--- config.mk ---
export PLATFORM = sky130hd
export DESIGN_NAME = mem_wb_skid
export DESIGN_NICKNAME = d
export VERILOG_FILES = /design/src/rtl/mem_wb_skid.sv
export SDC_FILE = /design/constraint.sdc
export NUM_CORES = 1
export LEC_CHECK = 0
export BUFFER_PORTS_ARGS = -buffer_cell sky130_fd_sc_hd__buf_2
export CORE_UTILIZATION = 57
export DETAILED_ROUTE_END_ITERATION = 8
export PLACE_DENSITY = 0.89
export SLEW_MARGIN = 20
export SYNTH_ARGS = -nofsm -noshare
export SYNTH_HDL_FRONTEND = slang
export SYNTH_SLANG_ARGS = --single-unit
--- constraint.sdc ---
create_clock -name clk -period 5.8 [get_ports clk]
set_input_delay 0.58 -clock clk [delete_from_list [all_inputs] [get_ports clk]]
set_output_delay 0.58 -clock clk [all_outputs]
set_load 0.005 [all_outputs]
--- src/rtl/mem_wb_skid.sv ---
// MEM->WB pipeline register with a one-entry skid buffer.
// mem_ready is registered, so there is no combinational path from wb_ready to mem_ready.
module mem_wb_skid #(
    parameter int ADDR_W = 5,
    parameter int DATA_W = 32,
    parameter int CNT_W  = 32
) (
    input  logic              clk,
    input  logic              rst,
    input  logic              flush,
    input  logic              mem_valid,
    output logic              mem_ready,
    input  logic [ADDR_W-1:0] mem_reg_waddr,
    input  logic              mem_reg_we,
    input  logic [DATA_W-1:0] mem_reg_wdata,
    output logic              wb_valid,
    input  logic              wb_ready,
    output logic [ADDR_W-1:0] wb_reg_waddr,
    output logic              wb_reg_we,
    output logic [DATA_W-1:0] wb_reg_wdata,
    output logic [CNT_W-1:0]  retire_cnt,
    output logic [1:0]        dbg_state
);

    // Handshake: a transfer happens on a rising edge where valid and ready are both 1;
    // valid never depends on ready, and the holder keeps its payload stable until it transfers.

    typedef enum logic [1:0] {
        EMPTY = 2'd0,
        ONE   = 2'd1,
        FULL  = 2'd2
    } state_t;

    state_t state_q, state_d;

    logic              mem_ready_q;
    logic [ADDR_W-1:0] out_addr_q, skid_addr_q;
    logic              out_we_q, skid_we_q;
    logic [DATA_W-1:0] out_data_q, skid_data_q;
    logic [CNT_W-1:0]  retire_cnt_q;

    logic accept;
    logic deliver;
    logic out_valid;
    logic capture_we;
    logic load_out_mem;
    logic load_out_skid;
    logic load_skid;

    assign out_valid  = (state_q != EMPTY);
    assign accept     = mem_valid && mem_ready_q;
    assign deliver    = out_valid && wb_ready;
    // Writes to x0 are architecturally dead; drop the enable at capture time.
    assign capture_we = mem_reg_we && (mem_reg_waddr != '0);

    always_comb begin
        state_d       = state_q;
        load_out_mem  = 1'b0;
        load_out_skid = 1'b0;
        load_skid     = 1'b0;
        case (state_q)
            EMPTY: begin
                if (accept) begin
                    state_d      = ONE;
                    load_out_mem = 1'b1;
                end
            end
            ONE: begin
                if (accept && deliver) begin
                    load_out_mem = 1'b1;
                end else if (accept) begin
                    state_d   = FULL;
                    load_skid = 1'b1;
                end else if (deliver) begin
                    state_d = EMPTY;
                end
            end
            FULL: begin
                if (deliver) begin
                    state_d       = ONE;
                    load_out_skid = 1'b1;
                end
            end
            default: begin
                state_d = EMPTY;
            end
        endcase
        if (flush) begin
            state_d       = EMPTY;
            load_out_mem  = 1'b0;
            load_out_skid = 1'b0;
            load_skid     = 1'b0;
        end
    end

    always_ff @(posedge clk) begin
        if (rst) begin
            state_q     <= EMPTY;
            mem_ready_q <= 1'b1;
        end else begin
            state_q     <= state_d;
            mem_ready_q <= (state_d != FULL);
        end
    end

    always_ff @(posedge clk) begin
        if (rst) begin
            out_addr_q  <= '0;
            out_we_q    <= 1'b0;
            out_data_q  <= '0;
            skid_addr_q <= '0;
            skid_we_q   <= 1'b0;
            skid_data_q <= '0;
        end else begin
            if (load_out_mem) begin
                out_addr_q <= mem_reg_waddr;
                out_we_q   <= capture_we;
                out_data_q <= mem_reg_wdata;
            end else if (load_out_skid) begin
                out_addr_q <= skid_addr_q;
                out_we_q   <= skid_we_q;
                out_data_q <= skid_data_q;
            end
            if (load_skid) begin
                skid_addr_q <= mem_reg_waddr;
                skid_we_q   <= capture_we;
                skid_data_q <= mem_reg_wdata;
            end
        end
    end

    // A deliver in a flush cycle still retires: WB consumed it on that edge.
    always_ff @(posedge clk) begin
        if (rst) begin
            retire_cnt_q <= '0;
        end else if (deliver) begin
            retire_cnt_q <= retire_cnt_q + {{(CNT_W-1){1'b0}}, 1'b1};
        end
    end

    assign mem_ready    = mem_ready_q;
    assign wb_valid     = out_valid;
    assign wb_reg_we    = out_valid && out_we_q;
    assign wb_reg_waddr = out_valid ? out_addr_q : '0;
    assign wb_reg_wdata = out_valid ? out_data_q : '0;
    assign retire_cnt   = retire_cnt_q;
    assign dbg_state    = state_q;

endmodule
* Word-level counts from Yosys, hierarchy flattened
Index checks and enable logic that the tools add are counted.
** Storage, ports and cells
- Register bits :: 111
- Bits of input ports :: 43
- Logic and storage cells :: 47
** Cells by class
- $add $sub $neg :: 1
- Eq/ne operators :: 3
- Mux-type cells :: 25
- Reduce and logical (&&, ||, !) cells :: 9
** Operators with widths (count)
- $mux W32 :: 3
- $add A32 B1 Y32 const B :: 1
- $mux W5 :: 3
- $mux W2 :: 6
- $mux W1 :: 11
- $pmux W2 S3 :: 1
- $logic_and A1 B1 Y1 :: 5
- $reduce_bool A5 Y1 :: 1
- $reduce_bool A2 Y1 :: 2
- $eq A2 B1 Y1 const B :: 1
- $eq A2 B2 Y1 const B :: 1
- $logic_not A2 Y1 :: 1
- $ne A2 B2 Y1 const B :: 1
- $pmux W1 S2 :: 1

* Depth between registers and ports, before layout
- Depth in word-level cells :: 8
- Depth in mapped cells :: 8
- Mapped depth without buffers :: 5

* Worst setup path before layout
OpenSTA, ideal clock, no wires.
- Path type :: input -> register
- Start :: input port wb_ready
- End :: register retire_cnt_q[31] (netlist: retire_cnt[31])
- Library setup time :: 121 ps
- Arrival :: 1975 ps
- Required time :: 5679 ps
- Path slack :: 3704 ps
- Stages :: 5
- Cell sequence :: o211ai_1 -> or4_1 -> clkbuf_1 -> nor3b_1 -> mux2_2
** Between the ends
- Longest elaborated chain between the ends :: 1
** RTL lines
- from (decl) :: line 17 : input logic wb_ready,
- $logic_and A1 B1 Y1 :: line 52 : assign deliver = out_valid && wb_ready;
- to (signal assigned) :: line 137 : retire_cnt_q <= retire_cnt_q + {{(CNT_W-1){1'b0}}, 1'b1};
- to (decl) :: line 40 : logic [CNT_W-1:0] retire_cnt_q;
No other way between the ends.
A chain may end at the register's enable or synchronous reset.

* Worst setup path after layout
- Start :: register state_q[1] (netlist: dbg_state[1])
- End :: output port wb_reg_we
** Between the ends
- Longest elaborated chain between the ends :: 2
** RTL lines
- from (decl) :: line 34 : state_t state_q, state_d;
- from (signal assigned) :: line 101 : state_q <= state_d;
- $reduce_bool A2 Y1 :: line 50 : assign out_valid = (state_q != EMPTY);
- $logic_and A1 B1 Y1 :: line 143 : assign wb_reg_we = out_valid && out_we_q;
- to (decl) :: line 19 : output logic wb_reg_we,
No other way between the ends.

==> results.yml <==
outcome:
  outcome: "complete, no violations"
cells_and_area:
  fillerInstances: 671
  layout.nets: 712
  diodes: 0
  area_growth_pct: 15.4
  drive_gt1_share_pct: 22.4
worst_hold_path:
  worstHoldEndpoint: "skid_data_q[16]$_SDFFE_PP0P_"
  hp-start: "mem_reg_wdata[16]"
  hp-class: "input port to register"
  hold_path_depth: 3
setup_path:
  worst_path_max_delay_cell: "or2_2"
  start_kind: "register"
  critical_path.top_delay_family: "simple AND/OR/NAND/NOR gates"
  crit_arrival_ns: 1.98
  cp.depth: 3
  path_class: "register to output pin"
  end_kind: "output pin"
  worstReg2RegStart: "dbg_state[1]$_SDFF_PP0_"
  r2r_end: "retire_cnt[13]$_SDFFE_PP0P_"
  slowest_delay_ns: 0.64
  reg2reg_depth: 4
  r2r_setup_slack_ns: 3.35
  path_cells: "or2_2, and2_1, buf_2"
  cp.buffers_inverters: 1
  critical_path_required_ns: 5.22
  cp_max_fo: 42
clocking:
  ctsHoldBuffers: 0
  cts_resized: 0
  clockRootBuffer: "clkbuf_8"
  clk_latency_ns: 0.37
  clock-sinks: 111
  cts_tree: "built"
  post-cts-setup-buffers: 0
  cts_buffer_depth: 2
  numCtsBuffers: 9
  clkTransAtPathRegs_ns: 0.11
  h-tree-depth: 3
floorplanning:
  rows: 33
  die_w_um: 95.1
  die_area_um2: 9050
  dieHeight_um: 95.1
  start_util_pct: 59.6
  io-pin-count: 117
  core_um2: 8300
sta:
  setup-tns-final_ns: 0
  maxSlewViolCount: 0
  fin_crit_sh_pct: 44.2
  finClkSkew_ns: 0.0127
  grt_setup_unrepaired: "false"
  worst_pin_slew_ns: 1.02
  setup_violations: 0
  hold_viol: 0
  max_slew_margin_pct: 31.6
  fin_crit_ns: 2.56
  fmax_ghz: 0.390
route:
  vias: 4424
  wl_per_cell_um: 14.9
  final_antenna_net_count: 0
  via_per_inst: 5.69
  dr.pass1.iters: 5
  drc: 0
  drt-total-wl_um: 11600
  drt_iter0_markers: 194
global_routing:
  track_usage_pct: 25.7
  grt_overflow: 0
  antenna_found_initial: 0
  grt_pass1_vias: 4053
  grt_max_degree: 120
  grt_pass1_wl_um: 18400
synth:
  syn_inst: 584
  synthAdderAreaFrac_pct: 0.253
  synth_area_um2: 4940
  syn_nets: 628
  ys_top_cells_by_count: "dfxtp_1, nand2_1, nor2_1, a21oi_1"
  synth_area_leader_cell: "dfxtp_1"
  ys_warn_count: 0
  synth_edf_count: 0
  synth_flop_cell: "dfxtp_1"
  async_flop_share_pct: 0
  synth_compound_area_share_pct: 14.4
  synth_simple_gate_area_share_pct: 24.8
  synth_xor_area_share_pct: 2.13
  synthMuxAreaShare_pct: 9.03
  ys_seq_area_share_pct: 44.9
  ys_types: 42
  synth_area_leaders: "dfxtp_1, mux2i_1, nand2_1"
  synth_seq_cells: 111
  synth_most_common_cell: "dfxtp_1"
  synth_top_family_by_area: "simple AND/OR/NAND/NOR gates"
  avgSynthCellArea_um2: 8.47
  synth_top_area_share_pct: 44.9
pwr:
  p_leak_nw: 2.19
  peakVddDrop_uv: 150
  power_mw: 1.36
  p_per_area_nw_per_um2: 239
run:
  drv_cap: 0
place:
  routabilityCongestion: 0.795
  port_buffers: 116
  hpwl_um: 7570
## cell usage in the layout (no fill, tap or decap), types with 2 or more instances in the layout
cell / n
buf_2: 115
nand2_1: 88
nor2_1: 62
a31o_2: 3
nand4_2: 2
o31ai_1: 8
o21ai_0: 3
nand4_1: 5
a211oi_1: 40
and2_1: 40
mux2_2: 5
or3_1: 4
nor3_1: 4
or4_1: 12
nand2b_1: 2
inv_1: 7
a21oi_1: 52
nor4_1: 5
nor2b_1: 6
clkbuf_8: 9
mux2i_1: 39
nor3b_1: 3
nand3_1: 11
clkinv_2: 3
buf_4: 3
dfxtp_1: 111
xor2_1: 5
inv_6: 2
xnor2_1: 7
## cells by family after synthesis
group,Yosys count
XOR/XNOR,12
adder cells (fa/ha/maj),1
multiplexers,44
AO/OA/AOI/OAI,112
flip-flops,111
buffers and inverters,53
AND/OR/NAND/NOR,251
## stage by stage
step           area, µm²  util (%)  setup slack, ns  cells  hold slack [ns]
6_report            5700      68.7             3.24    778            0.444
5_1_grt             5700      68.7             3.14    778            0.435
4_1_cts             5690      68.6             3.27    778            0.440
3_5_place_dp        5500      66.2             3.15    762            0.449
3_3_place_gp        5500      66.2             3.28    762            0.441
2_1_floorplan       4940         -             3.70    584            0.436
## cell type report
| class | instances | area (µm²) | area share [%] |
|---|---|---|---|
| multi-input combinational | 420 | 2520 | 44.2 |
| sequential | 111 | 2220 | 39.0 |
| timing repair buffer | 119 | 609 | 10.7 |
| tap | 105 | 131 | 2.30 |
| clock buffer | 9 | 124 | 2.17 |
| clock inverter | 7 | 70.1 | 1.23 |
| inverter | 7 | 26.3 | 0.461 |
## per-layer routing
metal	up-vias	share of wire (%)	global-route usage (%)	wire [µm]
met5	-	0	0	0
met4	0	1.5	9.34	171
met3	14	5.3	4.70	618
met2	136	50	44.4	5760
met1	2086	43	31.8	5040
li1	2188	-	-	-
## flip-flops by register name (all words and copies together) (netlist names)
name / count
dbg_state: 2
mem_ready: 1
retire_cnt: 32
skid_data_q: 32
skid_we_q: 1
out_we_q: 1
out_data_q: 32
out_addr_q: 5
skid_addr_q: 5
## how the worst max path moves through the flow
stage	start	to	slack, ns
after floorplan	wb_ready	retire_cnt[31]$_SDFFE_PP0P_	3.70
after global placement	wb_ready	skid_addr_q[3]$_SDFFE_PP0P_	3.28
after detailed placement	wb_ready	skid_data_q[0]$_SDFFE_PP0P_	3.15
after CTS	dbg_state[1]$_SDFF_PP0_	wb_reg_we	3.27
after global routing	dbg_state[1]$_SDFF_PP0_	wb_reg_we	3.14
final	dbg_state[1]$_SDFF_PP0_	wb_reg_we	3.24
## worst min-delay path, cell delays in order
cell and delay [ns]:
buf_2 0.10, nand2_1 0.05, a21oi_1 0.05
## power by group
| part | switching (mW) | internal [mW] |
|---|---|---|
| logic | 0.0596 | 0.0401 |
| clock network | 0.265 | 0.201 |
| registers | 0.0117 | 0.784 |
| total | 0.336 | 1.02 |
Note: power is estimated with default switching activity, not from simulation.
